==> src/rtl/vector_packer.sv <==
// ---------------------------------------------------------------------------
// vector_packer
//
// Width-packing stage for the vector datapath. Collects RATIO consecutive
// IN_W-bit input words and emits them as one OUT_W = IN_W*RATIO-bit word.
// The first word of a group lands in the MSBs, so a group {w0, w1, ...}
// comes out exactly like the concatenation {w0, w1, ...}.
//
// Both sides use a valid/ready handshake and the output is registered.
// A new group may replace the word sitting in the output register in the
// same cycle that the consumer takes it, so a steady stream runs at one
// input word per clock.
//
// Optional feature macro: VECTOR_PACKER_FLUSH_EN
//   When defined, a 'flush' input lets the sender emit a partial group
//   (left-justified, zero padded in the LSBs), and 'out_len' reports how
//   many words of out_data are valid. When undefined, only complete groups
//   are emitted and neither port exists.
//
// Parameters
//   IN_W   width of one input word (>= 1)
//   RATIO  input words per output word (>= 1)
//
// Ports
//   clk        in   1      clock, rising edge
//   rst_n      in   1      asynchronous active-low reset
//   in_data    in   IN_W   input word
//   in_valid   in   1      in_data is valid
//   in_ready   out  1      packer accepts in_data this cycle
//   out_data   out  OUT_W  packed word
//   out_valid  out  1      out_data is valid
//   out_ready  in   1      consumer accepts out_data
//   flush      in   1      emit the partial group (flush build only)
//   out_len    out  LW     valid words in out_data (flush build only)
//   fill       out  CW     words currently held in the partial group
// ---------------------------------------------------------------------------
module vector_packer #(
  parameter  int IN_W  = 4,
  parameter  int RATIO = 2,
  localparam int OUT_W = IN_W * RATIO,
  localparam int CW    = (RATIO > 1) ? $clog2(RATIO) : 1
`ifdef VECTOR_PACKER_FLUSH_EN
  ,
  localparam int LW    = $clog2(RATIO + 1)
`endif
) (
  input  logic             clk,
  input  logic             rst_n,
  input  logic [IN_W-1:0]  in_data,
  input  logic             in_valid,
  output logic             in_ready,
  output logic [OUT_W-1:0] out_data,
  output logic             out_valid,
  input  logic             out_ready,
`ifdef VECTOR_PACKER_FLUSH_EN
  input  logic             flush,
  output logic [LW-1:0]    out_len,
`endif
  output logic [CW-1:0]    fill
);

  // Partial-group storage and its word count.
  logic [CW-1:0]    fill_q;
  logic [OUT_W-1:0] group_q;

  // Output register.
  logic             out_valid_q;
  logic [OUT_W-1:0] out_data_q;

  // Handshake terms.
  logic             slot_free;
  logic             word_acc;
  logic             out_acc;
  logic             group_done;

  // Group contents including this cycle's word, and what would be loaded
  // into the output register if an emit happens this cycle.
  logic [OUT_W-1:0] merged;
  logic [OUT_W-1:0] emit_data;
  logic             emit;

`ifdef VECTOR_PACKER_FLUSH_EN
  logic [LW-1:0]    out_len_q;
  logic [LW-1:0]    count;
  logic [LW-1:0]    emit_len;
  logic             flush_take;
`endif

  // The output register can take a new word when it is empty or being
  // drained this cycle. The partial group can always absorb words until it
  // is one short of full; the completing word needs a free output slot.
  assign slot_free  = !out_valid_q || out_ready;
  assign in_ready   = (fill_q < CW'(RATIO - 1)) || slot_free;
  assign word_acc   = in_valid && in_ready;
  assign out_acc    = out_valid_q && out_ready;
  assign group_done = word_acc && (fill_q == CW'(RATIO - 1));

  // Drop the incoming word into its slot. Slot k sits k words below the
  // MSB end, which gives first-received-in-MSBs ordering. Slots beyond the
  // current fill are stale and only matter once overwritten or masked.
  always_comb begin
    merged = group_q;
    for (int k = 0; k < RATIO; k++) begin
      if (word_acc && (fill_q == CW'(k))) begin
        merged[OUT_W-1-k*IN_W -: IN_W] = in_data;
      end
    end
  end

`ifdef VECTOR_PACKER_FLUSH_EN
  // A flush counts the word accepted in the same cycle. Slots at or above
  // that count are zeroed so a partial group is left-justified with zero
  // padding; a full group has nothing to mask. An empty flush emits nothing.
  assign count      = LW'(fill_q) + LW'(word_acc);
  assign flush_take = flush && slot_free;
  assign emit_len   = count;

  always_comb begin
    emit_data = merged;
    for (int k = 0; k < RATIO; k++) begin
      if (LW'(k) >= count) begin
        emit_data[OUT_W-1-k*IN_W -: IN_W] = '0;
      end
    end
  end

  assign emit = group_done || (flush_take && (count != '0));
`else
  // Without flush only complete groups leave, and every slot was written.
  assign emit_data = merged;
  assign emit      = group_done;
`endif

  // State update. An emit loads the output register and restarts the
  // group; it wins over the output-accept clear because a completing group
  // can only arrive when the slot is free, so the old word is either gone
  // or being taken this very cycle. Otherwise a consumed word empties the
  // register and an accepted word just advances the fill count.
  always_ff @(posedge clk or negedge rst_n) begin
    if (!rst_n) begin
      fill_q      <= '0;
      group_q     <= '0;
      out_valid_q <= 1'b0;
      out_data_q  <= '0;
`ifdef VECTOR_PACKER_FLUSH_EN
      out_len_q   <= '0;
`endif
    end else begin
      if (word_acc) begin
        group_q <= merged;
      end
      if (emit) begin
        out_valid_q <= 1'b1;
        out_data_q  <= emit_data;
        fill_q      <= '0;
`ifdef VECTOR_PACKER_FLUSH_EN
        out_len_q   <= emit_len;
`endif
      end else begin
        if (out_acc) begin
          out_valid_q <= 1'b0;
        end
        if (word_acc) begin
          fill_q <= fill_q + CW'(1);
        end
      end
    end
  end

  assign out_valid = out_valid_q;
  assign out_data  = out_data_q;
  assign fill      = fill_q;
`ifdef VECTOR_PACKER_FLUSH_EN
  assign out_len   = out_len_q;
`endif

endmodule
==> config.mk <==
export PLATFORM = sky130hd
export DESIGN_NAME = vector_packer
export DESIGN_NICKNAME = d
export VERILOG_FILES = /design/src/rtl/vector_packer.sv
export SDC_FILE = /design/constraint.sdc
export NUM_CORES = 1
export LEC_CHECK = 0
export CAP_MARGIN = 20
export CORE_AREA = 2 2 39 41
export CTS_BUF_LIST = sky130_fd_sc_hd__clkbuf_4 sky130_fd_sc_hd__clkbuf_8
export DETAILED_ROUTE_END_ITERATION = 10
export DIE_AREA = 0 0 41 43
export PLACE_DENSITY = 0.74
export SLEW_MARGIN = 5
export SYNTH_ARGS = -nofsm -noshare
export SYNTH_HDL_FRONTEND = slang
export SYNTH_SLANG_ARGS = --single-unit
export TNS_END_PERCENT = 50
==> constraint.sdc <==
create_clock -name clk -period 1.66 [get_ports clk]
set_input_delay 0.332 -clock clk [delete_from_list [all_inputs] [get_ports clk]]
set_output_delay 0.332 -clock clk [all_outputs]
set_load 0.1 [all_outputs]
==> impl_metrics.yaml, run 1 <==
detailed_routing:
  drc: 0
  postRouteAntennaNets: 0
  firstDrtPassIters: 2
  wl_um: 944
  viasPerCell: 4.74
  num_vias: 346
  dr.first_iter.drc_count: 1
  wire_per_inst_um: 12.9
cells_and_area:
  multi_input_area_um2: 193
  syn_to_final_growth_pct: 61.2
  most-common-layout-cells: "12 x mux2_2, 12 x dfrtp_1, 11 x buf_12, 7 x clkdlybuf4s50_1, 3 x clkbuf_4"
  nets: 67
  diodes: 0
  seq_area_um2: 353
  layout-drive-gt1-share_pct: 59.6
  fillers: 98
floorplan:
  die_area_um2: 1760
  ios: 19
  start_util_pct: 40.1
  die_h_um: 43
  dieWidth_um: 41
  coreArea_um2: 1380
  row_count: 14
timing:
  clock_skew_ns: 0.000775
  slew_headroom_pct: 81.9
  hold_viol_final: 0
  finalSetupViolations: 0
  tns_ns: 0
  timing.final.crit_share_pct: 92.3
  rsz0062_at_grt: "no"
  fmax_mhz: 652
  drv_slew: 0
  timing_worst_slew_pin_value_ns: 0.270
  fin_crit_ns: 1.53
clocking:
  clkTransAtPathRegs_ns: 0.07
  cts_made_buffers: 3
  cts_root_buffer: "clkbuf_4"
  holdBufCountCts: 0
  htreeDepth: 1
  cts_setup_buffers: 0
  insertion_delay_ns: 0.28
  cts.sinks: 14
  cts-resized-gates: 0
  cts_tree: "yes"
  clock_path_buffers: 2
status:
  status: "complete, no violations"
worst_setup_path:
  path_max_fanout: 3
  worstPathRequired_ns: 1.33
  reg2reg_to: "out_data[4]"
  r2r_start: "out_valid"
  cp_cell_sequence: "clkdlybuf4s50_1 -> nor2b_4 -> nand2_2 -> buf_12"
  critPathLaunchType: "input port"
  r2r_cells: 3
  cp-end-kind: "output port"
  critical_path_class: "input port to output port"
  cp_slowest_cell: "clkdlybuf4s50_1"
  worst-r2r-setup-slack_ns: 0.35
  max_stage_delay_ns: 0.44
  worstPathArrival_ns: 1.20
grt:
  grt_pass1_vias: 366
  grt_antenna_before_repair: 0
  grt.total_usage_pct: 14.6
  grt-ovfl-total: 0
  grt_start_max_net_pins: 10
  grt_pass1_wl_mm: 1.61
synth:
  seq_area_frac_synth_pct: 63.2
  syn_inst: 35
  postSynthAreaPerCell_um2: 15.8
  syn_area_um2: 554
  syn_nets: 43
  yosys_warnings: 0
  ys_ff_latch: 14
  ys_types: 9
run:
  drv_cap: 0
placed_design:
  gp_congestion: 0.678
  dpl.hpwl_um: 735
  numPortBuffers: 18
worst_hold_path:
  min_path_type: "input port to asynchronous set/reset pin"
==> per-stage QoR <==
stage          instances  cell area (µm²)  utilization [%]  worst slack [ns]  hold WS [ns]
2_1_floorplan         35              559                -            0.0533        0.0364
3_3_place_gp          70              871             62.9            0.0217         0.480
3_5_place_dp          70              871             62.9           0.00704         0.485
4_1_cts               73              893             64.6             0.122         0.279
5_1_grt               73              893             64.6            0.0954         0.292
6_report              73              893             64.6             0.127         0.279
==> logic make-up (layout without fill, tap and decap cells) <==
kind of cell | Yosys count | count (layout) | share of synthesized area [%]
mux | 12 | 12 | 24.4
flops | 14 | 14 | 63.2
simple gates | 8 | 8 | 9.93
buf+inv | 1 | 23 | 2.48
==> flip-flops by register name, indices dropped and copies added, names as in the netlist <==
name / cells
out_data: 8
out_valid: 1
group_q: 4
fill: 1
==> synth_stat cells <==
| cell type | n | area share, % |
|---|---|---|
| dfrtp_1 | 14 | 63 |
| mux2_2 | 12 | 24 |
| nand2_1 | 2 | 1.4 |
| nor2_1 | 2 | 1.4 |
| clkbuf_8 | 1 | 2.5 |
| nand2b_1 | 1 | 1.1 |
| nor2_4 | 1 | 2.0 |
| nor2b_4 | 1 | 2.5 |
| or2b_2 | 1 | 1.6 |
==> cell type report <==
class                           count  share of cell area (%)
Sequential cell                    14                    39.5
Timing Repair Buffer               20                    34.2
Multi-Input combinational cell     20                    21.6
Tap cell                           16                    2.24
Clock buffer                        3                    2.52
==> critical path, delay by kind of cell <==
family	cells	cell delay (ns)
buffers and inverters	2	0.61
AND/OR/NAND/NOR	2	0.26
==> layer usage <==
layer	up-vias	global-route usage [%]	wire (µm)
li1	161	-	-
met1	173	19.4	382
met2	9	19.4	482
met3	3	4.71	51
met4	0	10.0	27
met5	-	0	0
==> worst max-delay path by stage <==
stage          startpoint     endpoint  slack (ns)
6_report        out_ready     in_ready        0.13
5_1_grt         out_ready     in_ready         0.1
4_1_cts         out_ready     in_ready        0.12
3_5_place_dp     in_valid  out_data[3]       0.007
3_3_place_gp     in_valid  out_data[1]        0.02
2_1_floorplan   out_valid     in_ready        0.05
Power of run 1 is left out: the tool's default activity adds up to more than one toggle a clock period on the data nets, which glitch-free logic cannot reach.
==> run 2: changes to the inputs <==
--- a/config.mk
+++ b/config.mk
@@ -11,7 +11,6 @@
 export DETAILED_ROUTE_END_ITERATION = 10
 export DIE_AREA = 0 0 41 43
 export PLACE_DENSITY = 0.74
-export SLEW_MARGIN = 5
 export SYNTH_ARGS = -nofsm -noshare
 export SYNTH_HDL_FRONTEND = slang
 export SYNTH_SLANG_ARGS = --single-unit
==> results of run 2 <==
The final DEF is identical to that of run 1; final timing and power are the same.
Power of run 2 is left out for the same reason.
==> variant, RTL diff (config.mk and constraints of run 2) <==
Change the parameter `RATIO` from 2 to 1.
--- a/src/rtl/vector_packer.sv
+++ b/src/rtl/vector_packer.sv
@@ -37,5 +37,5 @@
 module vector_packer #(
   parameter  int IN_W  = 4,
-  parameter  int RATIO = 2,
+  parameter  int RATIO = 1,
   localparam int OUT_W = IN_W * RATIO,
   localparam int CW    = (RATIO > 1) ? $clog2(RATIO) : 1
Interface: changed (resized out_data); port bits go from 19 to 15. No check against the original RTL was run, so the function may have changed too.
==> variant against run 2 <==
- design area is 43% lower
- worst setup slack better by 0.072 ns
- synthesized cell count is 57% lower
- routed wire length is 45% lower
- sequential cell count is 8 lower
- die area stayed put
- via count is 46% lower
- cell count is 33% lower
- non-clock buffer count is 6 lower
- clock skew is 0.012 ns higher
- area after synthesis is 56% lower
- worst hold slack better by 0.045 ns
==> variant: results (changes against run 2) <==
Num CTS Buffers 3 (unchanged); routed len/inst 10.5 µm (was 12.9 µm); metal2 WL 236 µm (was 482 µm); Placer Congestion 0.583 (was 0.678); Place WS 0.173 ns (was 0.00704 ns); max reg flops 4 (was 8); Area contributors post-synth dfrtp_1, mux2_2, nand3b_4, nand2b_4, a21boi_0 (was dfrtp_1, mux2_2, clkbuf_8, nor2b_4, nor2_4); metal3 WL 108 µm (was 51 µm); worst skew pair latency 0.25 ns (was 0.28 ns); first-pass GRT wire length 862 µm (was 1.61 mm); Leak 0.225 nW; Worst Tran Pin Value 0.277 ns (was 0.270 ns); post-synthesis async set-or-reset flop share 1.00 (unchanged); Post-synth top cells dfrtp_1, mux2_2 (was dfrtp_1, mux2_2, nand2_1, nor2_1); met1 wire length 169 µm (was 382 µm); placed cell area 478 µm² (was 871 µm²); # hold bufs at CTS 0 (unchanged); setup bufs post-CTS 0 (unchanged); status finished, final reports clean (unchanged); Crit Path Max Fanout 4 (was 3); vias per cell 3.80 (was 4.74); All-Layer GR Usage 0.0778 (was 0.146); initial drt markers 0 (was 1); Worst Skew 0.0132 ns (was 0.000775 ns); clk slew on worst S/H paths 0.05 ns (was 0.07 ns); PostCTS Resize Cnt 0 (unchanged); synth unique cells 7 (was 9); Syn. warnings 0 (unchanged); fraction of layout cells with a size suffix above 1 0.576 (was 0.596); Port Buffer Count 14 (was 18); Syn Nets 23 (was 43); root buffer cell clkbuf_4 (unchanged); Initial DRT Pass Iterations 1 (was 2); WP data arrival 1.13 ns (was 1.20 ns); H-tree depth 1 (unchanged); nets 42 (was 67); # fillers 134 (was 98); sequential share of the synthesized area 0.612 (was 0.632); largest net degree at the start of global routing 7 (was 10); Longest Clk Path Bufs 2 (unchanged); vias in the first global route 219 (was 366); Highest Signal Layer met3 (was met4); initial antenna violation count 0 (unchanged); max_cap viols 0 (unchanged); Final Setup Violations 0 (unchanged)
[variant: cell types whose count changed in the layout (fill, tap and decap cells not counted), sizes merged, moves of 2 or more]
cell	delta
buf	-6
mux2	-8
nand2	-2
nor2	-3
dfrtp	-8
[variant: final cells by class]
cell class	count	area (µm²)	share of cell area
Inverter	1	3.75	0.00739
Timing Repair Buffer	14	210	0.414
Clock buffer	4	30.0	0.0591
Multi-Input combinational cell	8	91.3	0.180
Sequential cell	6	153	0.300
Tap cell	16	20.0	0.0394
[variant: kinds of logic (layout without fill, tap and decap cells)]
kind of cell | Yosys count | in the layout | share of synthesized area
mux | 4 | 4 | 0.184
compound gates | 2 | 2 | 0.0510
simple gates | 2 | 2 | 0.138
flops | 6 | 6 | 0.612
buf+inv | 1 | 19 | 0.0153
[variant: metrics by stage]
| step | hold WS, ns | power (mW) | std cells | util |
|---|---|---|---|---|
| 5_1_grt | 0.328 | 0.627 | 49 | 0.367 |
| 4_1_cts | 0.321 | 0.609 | 49 | 0.367 |
| 3_5_place_dp | 0.535 | 0.440 | 45 | 0.345 |
| 3_3_place_gp | 0.519 | 0.438 | 45 | 0.345 |
| 6_report | 0.324 | 0.596 | 49 | 0.367 |
| 2_1_floorplan | 0.0364 | 0.329 | 15 | - |
[variant: path summary, 6_finish.rpt]
path                                             from                      end  slack (ns)  cells past startpoint
worst max register to register  out_valid$_DFFE_PN0P_  out_data[2]$_DFFE_PN0P_        0.59                      3
worst min register to register       fill$_DFFE_PN0P_    out_valid$_DFFE_PN0P_        0.53                      1
min in group clk                     fill$_DFFE_PN0P_    out_valid$_DFFE_PN0P_        0.53                      1
worst min-delay path                            rst_n  out_data[1]$_DFFE_PN0P_        0.32                      1
worst max-delay path                        out_ready                 in_ready        0.20                      3
max in group asynchronous                       rst_n    out_valid$_DFFE_PN0P_        1.10                      1
[variant: routing by layer]
layer | track usage | up-vias
li1 | - | 88
met1 | 0.0721 | 83
met2 | 0.109 | 15
met3 | 0.0419 | 0
met4 | 0.0800 | 0
met5 | 0 | -
[variant: where the power goes]
group / internal, mW / switching [mW] / total [mW]
clock network: 0.107 / 0.0536 / 0.161
logic: 0.0991 / 0.156 / 0.255
registers: 0.163 / 0.0172 / 0.180
total: 0.370 / 0.227 / 0.596
[variant: worst max-delay path: stages]
cell and delay [ns]:
clkdlybuf4s50_1 0.46, nand2b_4 0.16, buf_12 0.18
